`src/rtl/wishbone_mem_arbiter.sv`:
```
// Two-master Wishbone arbiter: round-robin ownership with a per-strobe watchdog
// that terminates a stalled access with an error-pattern acknowledge.
module wishbone_mem_arbiter #(
    parameter int unsigned TIMEOUT = 255
) (
    input  logic        clk,
    input  logic        rst,
    input  logic        i_m0_we,
    input  logic        i_m0_cyc,
    input  logic        i_m0_stb,
    input  logic [3:0]  i_m0_sel,
    input  logic [31:0] i_m0_adr,
    input  logic [31:0] i_m0_dat,
    output logic        o_m0_ack,
    output logic [31:0] o_m0_dat,
    output logic        o_m0_int,
    input  logic        i_m1_we,
    input  logic        i_m1_cyc,
    input  logic        i_m1_stb,
    input  logic [3:0]  i_m1_sel,
    input  logic [31:0] i_m1_adr,
    input  logic [31:0] i_m1_dat,
    output logic        o_m1_ack,
    output logic [31:0] o_m1_dat,
    output logic        o_m1_int,
    output logic        o_s_we,
    output logic        o_s_cyc,
    output logic        o_s_stb,
    output logic [3:0]  o_s_sel,
    output logic [31:0] o_s_adr,
    output logic [31:0] o_s_dat,
    input  logic        i_s_ack,
    input  logic [31:0] i_s_dat,
    input  logic        i_s_int,
    output logic [1:0]  o_grant,
    output logic        o_timeout
);

    // state | meaning
    // IDLE  | no owner, slave side driven to zero
    // OWN0  | master 0 owns the slave port
    // OWN1  | master 1 owns the slave port
    typedef enum logic [1:0] {IDLE, OWN0, OWN1} state_t;

    localparam logic [15:0] WD_LAST = 16'(TIMEOUT - 1);

    state_t      state;
    logic        last_owner;
    logic [15:0] wd_cnt;
    logic        fire;

    logic        own0, own1;
    logic        own_cyc, own_stb;
    logic        own_ack;
    logic [31:0] own_dat;
    logic        wd_hit;

    assign own0 = (state == OWN0);
    assign own1 = (state == OWN1);

    always_comb begin
        own_cyc = 1'b0;
        own_stb = 1'b0;
        o_s_we  = 1'b0;
        o_s_cyc = 1'b0;
        o_s_stb = 1'b0;
        o_s_sel = 4'h0;
        o_s_adr = 32'h0;
        o_s_dat = 32'h0;
        if (own0) begin
            own_cyc = i_m0_cyc;
            own_stb = i_m0_stb;
            o_s_we  = i_m0_we;
            o_s_cyc = i_m0_cyc;
            o_s_stb = i_m0_stb & ~fire;
            o_s_sel = i_m0_sel;
            o_s_adr = i_m0_adr;
            o_s_dat = i_m0_dat;
        end else if (own1) begin
            own_cyc = i_m1_cyc;
            own_stb = i_m1_stb;
            o_s_we  = i_m1_we;
            o_s_cyc = i_m1_cyc;
            o_s_stb = i_m1_stb & ~fire;
            o_s_sel = i_m1_sel;
            o_s_adr = i_m1_adr;
            o_s_dat = i_m1_dat;
        end
    end

    // A slave ack on the last wait cycle beats the watchdog.
    assign wd_hit = own_cyc & own_stb & ~i_s_ack & ~fire & (wd_cnt == WD_LAST);

    // Ack is gated by the owner's cyc so an ack arriving after release is dropped.
    assign own_ack = fire | (own_cyc & i_s_ack);
    assign own_dat = fire ? 32'hFFFF_FFFF : (own_cyc ? i_s_dat : 32'h0);

    assign o_m0_ack  = own0 & own_ack;
    assign o_m1_ack  = own1 & own_ack;
    assign o_m0_dat  = own0 ? own_dat : 32'h0;
    assign o_m1_dat  = own1 ? own_dat : 32'h0;
    assign o_m0_int  = i_s_int;
    assign o_m1_int  = i_s_int;
    assign o_grant   = {own1, own0};
    assign o_timeout = fire;

    always_ff @(posedge clk) begin
        if (rst) begin
            state      <= IDLE;
            last_owner <= 1'b1;
            wd_cnt     <= 16'h0;
            fire       <= 1'b0;
        end else begin
            fire <= wd_hit;
            if (fire || wd_hit || !own_cyc || !own_stb || i_s_ack)
                wd_cnt <= 16'h0;
            else
                wd_cnt <= wd_cnt + 16'h1;

            case (state)
                IDLE: begin
                    if (i_m0_cyc && (!i_m1_cyc || last_owner)) begin
                        state      <= OWN0;
                        last_owner <= 1'b0;
                    end else if (i_m1_cyc) begin
                        state      <= OWN1;
                        last_owner <= 1'b1;
                    end
                end
                OWN0:    if (!i_m0_cyc) state <= IDLE;
                OWN1:    if (!i_m1_cyc) state <= IDLE;
                default: state <= IDLE;
            endcase
        end
    end

endmodule

```
`config.mk`:
```
export PLATFORM = sky130hd
export DESIGN_NAME = wishbone_mem_arbiter
export DESIGN_NICKNAME = d
export VERILOG_FILES = /design/src/rtl/wishbone_mem_arbiter.sv
export SDC_FILE = /design/constraint.sdc
export NUM_CORES = 1
export LEC_CHECK = 0
export ABC_AREA = 1
export CORE_AREA = 3 3 122 124
export CTS_CLUSTER_DIAMETER = 30
export DETAILED_ROUTE_END_ITERATION = 10
export DIE_AREA = 0 0 125 127
export PLACE_DENSITY = 0.6
export SETUP_SLACK_MARGIN = 0.05
export SYNTH_ARGS = -nofsm -noshare
export SYNTH_HDL_FRONTEND = slang
export SYNTH_SLANG_ARGS = --single-unit
```
`constraint.sdc`:
```
create_clock -name clk -period 1.4 [get_ports clk]
set_clock_uncertainty 0.1 [all_clocks]
set_input_delay 0.14 -clock clk [delete_from_list [all_inputs] [get_ports clk]]
set_output_delay 0.14 -clock clk [all_outputs]
set_load 0.01 [all_outputs]
```
* Word-level counts from Yosys, hierarchy flattened
Index checks and enable logic that the tools add are counted.
Storage, ports and cells: flip-flop bits (word level) 20, bits in latches 0, bits in writable memories 0, bits in read-only memories 0, bits of input ports 178, output and inout port bits 142, logic and storage cells 62, memories 0
Cells by class: add/subtract/negate cells 1, multipliers 0, div/mod/pow operators 0, magnitude comparators 0, eq/ne operators 6, shift operators 0, multiplexer cells 25, bitwise logic cells 12, reductions and logical operators 14
Operators with widths (number):
- $mux 32 | 8
- $add 16x1->16 const B | 1
- $eq 16x8->1 const B | 1
- $mux 1 | 10
- $and 1x1->1 | 9
- $mux 2 | 4
- $mux 4 | 2
- $pmux 2 s3 | 1
- $logic_or 1x1->1 | 5
- $ne 2x2->1 const B | 2
- $logic_not 1->1 | 3
- $ne 3x3->1 const B | 1
- $reduce_and 3->1 | 1
- $eq 2x1->1 const B | 1
- $eq 2x2->1 const B | 1
- $logic_not 2->1 | 1
- $not 1->1 | 2
- $reduce_and 2->1 | 1
- $reduce_bool 2->1 | 1
- $reduce_or 2->1 | 1
- $logic_and 1x1->1 | 1
- $or 1x1->1 | 1

* Depth between registers and ports, before layout
Gate-level depths: netlist of the first run.
depth after elaboration 12, depth in mapped cells 9, gate-level depth less buffers 9

* Worst setup path after synthesis of the first run
OpenSTA, ideal clock, no wires.
path kind register to output, from register fire (netlist: o_timeout), to output port o_m0_dat[10], data arrival time 1.162 ns, data required time 1.160 ns, setup slack -0.002 ns, cell stages (with the launch flop) 5, buffers on the path 2, cells stage by stage dfxtp_1 clkbuf_1 clkbuf_1 a21oi_1 nor2_1
Between the ends: longest elaborated chain between the ends 2
Ends and longest elaborated chain:
- from (decl) | line 50 | logic fire;
- from (signal assigned) | line 114 | fire <= wd_hit;
- $mux 32 | line 96 | assign own_dat = fire ? 32'hFFFF_FFFF : (own_cyc ? i_s_dat : 32'h0);
- $mux 32 | line 100 | assign o_m0_dat = own0 ? own_dat : 32'h0;
- to (decl) | line 15 | output logic [31:0] o_m0_dat,
No other way between the ends.

* Final worst setup path of the first run
from register state[1], to output port o_s_dat[14]
Between the ends: longest elaborated chain between the ends 3, elaborated cells on any way between the ends 4, classes of those cells eq/ne: 2; mux: 2
Ends and longest elaborated chain:
- from (decl) | line 47 | state_t state;
- from (signal assigned) | line 109 | state <= IDLE;
- from (signal assigned) | line 123 | state <= OWN0;
- from (signal assigned) | line 126 | state <= OWN1;
- $eq 2x2->1 | line 59 | assign own1 = (state == OWN1);
- $mux 32 | line 79 | end else if (own1) begin
- $mux 32 * | line 70 | if (own0) begin
- to (decl) | line 31 | output logic [31:0] o_s_dat,
Every way passes the cells marked *; elsewhere a longest branch is shown, timed or not.

==> flow_summary.toml, run 1 <==
[setup_path]
critPathMaxStageDelay_ns = 0.37
setup.worst_path.end_class = "output pin"
critPathKind = "reg2out"
timing.critical_path.slowest_stage_cell = "sky130_fd_sc_hd__dfxtp_4"
crit_path_max_fanout = 6
worstSetupStartpointType = "flop"
critPathMostFrequentCell = "sky130_fd_sc_hd__buf_12"
cp.arrival_ns = 1.61
cp_cell_sequence = "buf_6, nor2_4, buf_12, buf_12, buf_8, a22o_1, buf_2"
required_time_of_the_critical_path_ns = 1.16

[sta]
setup_violation_total_in_the_final_timing_report = 156
final.setup.worst_slack_ns = -0.455
report.final.hold_viol_count = 0
fin_crit_sh = 1.32
max_slew_margin = 0.840
rsz0062_at_grt = "true"
timing.final.crit_period_ns = 1.85
timing.final.max_slew_violations = 0
max_clock_freq_mhz = 539
worstMarginPinSlew_ns = 0.238

[logic_synthesis]
syn-instance-count = 365
synth-seq-cells = 20
synth.avg_cell_area_sq_um = 6.23
synth.distinct_cells = 22
synthDominantCellAreaShare = 0.266
ys.warnings.count = 0
synth.yosys.seq_area_share = 0.176
mappedNetlistNets = 545
yosysTopAreaCell = "sky130_fd_sc_hd__a22o_1"
syn-cell-area_sq_um = 2270
ys_top_cells_by_area = "sky130_fd_sc_hd__a22o_1 (27%), sky130_fd_sc_hd__dfxtp_1 (18%), sky130_fd_sc_hd__nor2_1 (17%), sky130_fd_sc_hd__a21oi_1 (7.7%), sky130_fd_sc_hd__nand2_1 (6.1%)"

[die]
ioPinCount = 320
floorplan.die_area_sq_um = 15900
rows = 43
die_y_microns = 127
floorplan.die.width_microns = 125
placeableCoreArea_sq_um = 13900
initial_utilization = 0.164

[cells_and_area]
fin_nets = 933
layout.area.seq_sq_um = 412
final_antenna_diode_count = 0
multiInputGateArea_sq_um = 2360
postLayoutCoreUtil = 0.539
mostFrequentLayoutCells = "sky130_fd_sc_hd__clkdlybuf4s50_1 (176), sky130_fd_sc_hd__buf_6 (96), sky130_fd_sc_hd__buf_2 (75)"
layout.cells.most_common = "sky130_fd_sc_hd__clkdlybuf4s50_1"
fillerInstances = 1307
synthToLayoutAreaGrowth_pct = 229
post_route_cells_drive_above_1_share = 0.475

[power_and_ir_drop]
fin_total_pwr_mw = 3.97
leakage_nw = 3.12
power-per-cell-area_nw_per_um2 = 531
vdd_ir_max_v = 0.000747

[clock_tree]
insertion_delay_ns = 0.25
postCtsHoldBufs = 0
tritoncts = "built"
clock-root-buffer = "sky130_fd_sc_hd__clkbuf_16"
cts_buffers = 3
clock_path_buffers = 2
htree_num_levels = 1
clkSinkCount = 20
clkSlewWorstSetupHoldPaths_ns = 0.06

[grt]
grt_max_degree = 18
first_global_vias = 4415
gr-total-overflow = 0
grt_antenna_before_repair = 0
global_route_wire_length_before_repair_microns = 28100
globalRouteTotalUtil = 0.227

[route]
detailroute.via_count = 4230
post-route-drc-count = 0
drt_iter0_markers = 136
drt-total-wl_microns = 19600
vias_per_cell = 4.54
detail_route.first_pass.iterations = 4
wire_per_inst_microns = 21.1
antenna_left = 0

[placed_design]
hpwlAfterDp_microns = 14400
place.gp.congestion = 0.983
port_buffers = 316

[hold_path]
timing.hold.worst.class = "in2out"

[flow_run]
max-cap-violations = 0

[outcome]
run_status = "finished, violations left"
violations_in_the_final_reports = "setup timing"
==> critical path: cells and delay by family (launching register included) <==
kind                   cells  cell delay, ns
AO/OA/AOI/OAI              1            0.16
buffers and inverters      5            0.67
flip-flops                 1            0.37
AND/OR/NAND/NOR            1            0.17
==> power breakdown <==
group          switching (mW)  internal (mW)
Clock                   0.209          0.435
Sequential             0.0135          0.578
Combinational            1.13           1.60
==> synthesized netlist by cell type <==
cell and number:
sky130_fd_sc_hd__nor2_1 100, sky130_fd_sc_hd__a22o_1 69, sky130_fd_sc_hd__nand2_1 37, sky130_fd_sc_hd__a21oi_1 35, sky130_fd_sc_hd__dfxtp_1 20, sky130_fd_sc_hd__inv_1 18, sky130_fd_sc_hd__buf_2 15, sky130_fd_sc_hd__nand3_1 14
sky130_fd_sc_hd__nor2_2 13, sky130_fd_sc_hd__clkbuf_1 12, sky130_fd_sc_hd__xor2_1 7, sky130_fd_sc_hd__buf_4 4, sky130_fd_sc_hd__inv_2 4, sky130_fd_sc_hd__xnor2_1 4, sky130_fd_sc_hd__o21ai_0 3, sky130_fd_sc_hd__ha_1 2
sky130_fd_sc_hd__nand2_2 2, sky130_fd_sc_hd__nand4_1 2, sky130_fd_sc_hd__buf_6 1, sky130_fd_sc_hd__nand3_2 1, sky130_fd_sc_hd__nor3_1 1, sky130_fd_sc_hd__or2_2 1
==> final timing paths <==
kind,from,end,slack (ns),depth (start not counted)
setup reg to reg,state[0],wd_cnt[9],-0.23,11
hold / removal,i_s_int,o_m0_int,0.18,0
setup / recovery,state[1],o_s_dat[14],-0.45,7
hold reg to reg,last_owner,last_owner,0.38,2
==> state kept, by name, indices dropped and copies added, names as in the netlist <==
register / cells
wd_cnt: 16
state: 2
o_timeout: 1
last_owner: 1
==> stage by stage <==
| step | cells | setup TNS (ns) | hold WS, ns | setup WS [ns] | area, sq um |
|---|---|---|---|---|---|
| 2_1_floorplan | 365 | 0 | 0.109 | 0.0301 | 2300 |
| 3_3_place_gp | 877 | -85.34 | 0.180 | -0.833 | 6020 |
| 3_5_place_dp | 877 | -87.46 | 0.180 | -0.800 | 6020 |
| 4_1_cts | 928 | -55.99 | 0.180 | -0.511 | 7010 |
| 5_1_grt | 932 | -61.07 | 0.180 | -0.504 | 7480 |
| 6_report | 932 | -51.11 | 0.180 | -0.455 | 7480 |
==> metal layers <==
metal | routed length (microns) | global-route usage
met5 | 0 | 0
met4 | 431 | 0.0357
met1 | 7670 | 0.279
met2 | 9940 | 0.403
met3 | 1590 | 0.0640
==> kinds of logic after synthesis <==
logic type,synth area share
and+or+nand+nor,0.313
xor gates and xnor gates,0.0424
AOI/OAI and AO/OA,0.350
buffers and inverters,0.107
DFF,0.176
adders and majority gates,0.0110
==> final cells by class <==
class	instances	share of cell area
repair buffers	414	0.570
inverters	22	0.0159
repair inverters	1	0.00150
well taps	180	0.0301
flip-flops and latches	20	0.0550
multi-input cells	291	0.315
clock buffers	4	0.0119
==> timing repair <==
action,in CTS,in global routing
pin swaps,38,60
gates resized for setup,794,114
setup buffers,39,11
endpoints found under the setup margin,157,157
cloned,10,4
Power figures use the tool's default switching activity.
==> run 2, diff against run 1 <==
Settings changed: CELL_PAD_IN_SITES_DETAIL_PLACEMENT set to 0, CELL_PAD_IN_SITES_GLOBAL_PLACEMENT set to 1, CORE_AREA 3 3 122 124 to unset, CORE_MARGIN set to 3, CORE_UTILIZATION set to 12, DIE_AREA 0 0 125 127 to unset, PLACE_DENSITY 0.6 to 0.75.
==> flow_summary.toml, run 2 (synthesized netlist as in run 1, its figures left out) <==
[clock_tree]
htree_num_levels = 1
clock_path_buffers = 2
clock-root-buffer = "sky130_fd_sc_hd__clkbuf_16"
clkSlewWorstSetupHoldPaths_ns = 0.05
cts_buffers = 3
tritoncts = "built"
insertion_delay_ns = 0.26
postCtsHoldBufs = 0
clkSinkCount = 20

[grt]
gr-usage-met1 = 0.191
global_route_wire_length_before_repair_microns = 23500
busiest_layer = "met2"
grt_max_degree = 25
gr-total-overflow = 0
use_met3 = 0.0306
grt_util_met2 = 0.258
first_global_vias = 3835
grt_antenna_before_repair = 1
globalRouteTotalUtil = 0.147

[placed_design]
dpl.cell_count = 911
hpwlAfterDp_microns = 13300
place.gp.congestion = 0.783
port_buffers = 316

[sta]
hold_ws_ns = 0.180
final.setup.tns_ns = -50.74
setup_violation_total_in_the_final_timing_report = 156
rsz0062_at_grt = "true"
final.setup.worst_slack_ns = -0.434
worstMarginPinSlew_ns = 0.293
max_clock_freq_mhz = 545
max_slew_margin = 0.804
report.final.hold_viol_count = 0
fin_crit_sh = 1.31
timing.final.max_slew_violations = 0
timing.final.crit_period_ns = 1.83

[setup_path]
crit_path_max_fanout = 6
critPathKind = "reg2out"
worstSetupStartpointType = "flop"
setup.worst_path.end_class = "output pin"
cp.arrival_ns = 1.59
required_time_of_the_critical_path_ns = 1.16

[cells_and_area]
fin_nets = 904
final_antenna_diode_count = 0
top_register_by_number_of_flip_flops = "wd_cnt"
largest_registers = "wd_cnt (16), state (2)"
post_route_cells_drive_above_1_share = 0.419
layout.cells.most_common = "sky130_fd_sc_hd__clkdlybuf4s50_1"
mostFrequentLayoutCells = "sky130_fd_sc_hd__clkdlybuf4s50_1 (176), sky130_fd_sc_hd__buf_2 (85), sky130_fd_sc_hd__nor2_1 (71)"
synthToLayoutAreaGrowth_pct = 203
largest_register_ff_count = 16
final_cells = 952
fillerInstances = 1934

[outcome]
violations_in_the_final_reports = "setup timing"
run_status = "finished, violations left"

[power_and_ir_drop]
fin_total_pwr_mw = 3.74
vdd_ir_max_v = 0.000346
leakage_nw = 2.93
power-per-cell-area_nw_per_um2 = 544

[die]
rows = 49
ioPinCount = 320
initial_utilization = 0.124
floorplan.die_area_sq_um = 20600
die_y_microns = 144
placeableCoreArea_sq_um = 18300
floorplan.die.width_microns = 144

[hold_path]
timing.hold.worst.class = "in2out"

[route]
post-route-drc-count = 0
drt_iter0_markers = 154
antenna_left = 0
detailroute.via_count = 4147
detail_route.first_pass.iterations = 4
wire_per_inst_microns = 19.4
vias_per_cell = 4.36
drt-total-wl_microns = 18400

[flow_run]
max-cap-violations = 0
run 2: stage by stage:
step / instance area, sq um / util / setup slack (ns)
floorplan: 2300 / - / 0.0301
global placement: 5960 / 0.326 / -0.745
detailed placement: 5960 / 0.326 / -0.744
CTS: 6110 / 0.334 / -0.422
global route: 6880 / 0.377 / -0.510
finish: 6880 / 0.377 / -0.434
run 2: final cells by class:
cell class              instances  area (sq um)  share of cell area
clock buffers                   4          88.8              0.0129
inverters                      22           103              0.0149
multi-input cells             291          2100               0.305
flip-flops and latches         20           410              0.0597
well taps                     229           287              0.0417
repair buffers                386          3890               0.566
run 2: final timing paths:
check,start,endpoint,slack (ns),cells after the start
worst max-delay path,state[0],o_m0_dat[19],-0.43,8
worst max register to register,state[0],wd_cnt[15],-0.15,11
worst min-delay path,i_s_int,o_m1_int,0.18,0
worst min register to register,last_owner,last_owner,0.39,2
run 2: repair_timing:
item                                    in CTS  in global routing
buffers inserted                             9                 10
cloned                                       5                 14
resized for setup                          613                128
endpoints found under the setup margin     157                157
pin swaps                                   20                 19
hold endpoints to repair                     0                  0
run 2: report_power, final:
part / switching, mW / leakage (nW) / internal, mW
sequential: 0.0139 / 0.164 / 0.580
clock: 0.214 / 0.0442 / 0.436
combinational: 1.03 / 2.73 / 1.47
run 2: layer usage:
layer	wire length [microns]	vias up
met5	13	-
met4	244	2
met3	1270	21
met2	9100	177
met1	7800	1971
li1	-	1976
run 2: worst max-delay path, cell delays in order (launching register included):
cell and delay (ns):
sky130_fd_sc_hd__dfxtp_4 0.40, sky130_fd_sc_hd__inv_6 0.05, sky130_fd_sc_hd__nor2_4 0.14, sky130_fd_sc_hd__buf_12 0.13, sky130_fd_sc_hd__buf_12 0.13, sky130_fd_sc_hd__inv_8 0.05
sky130_fd_sc_hd__clkbuf_16 0.16, sky130_fd_sc_hd__nor2_1 0.12, sky130_fd_sc_hd__buf_2 0.15
==> run 3, diff against run 2 <==
Settings changed: ABC_CLOCK_PERIOD_IN_PS set to 1400.
==> results of run 3 <==
Same layout as run 2: the final DEF is identical, and so are final timing and power.
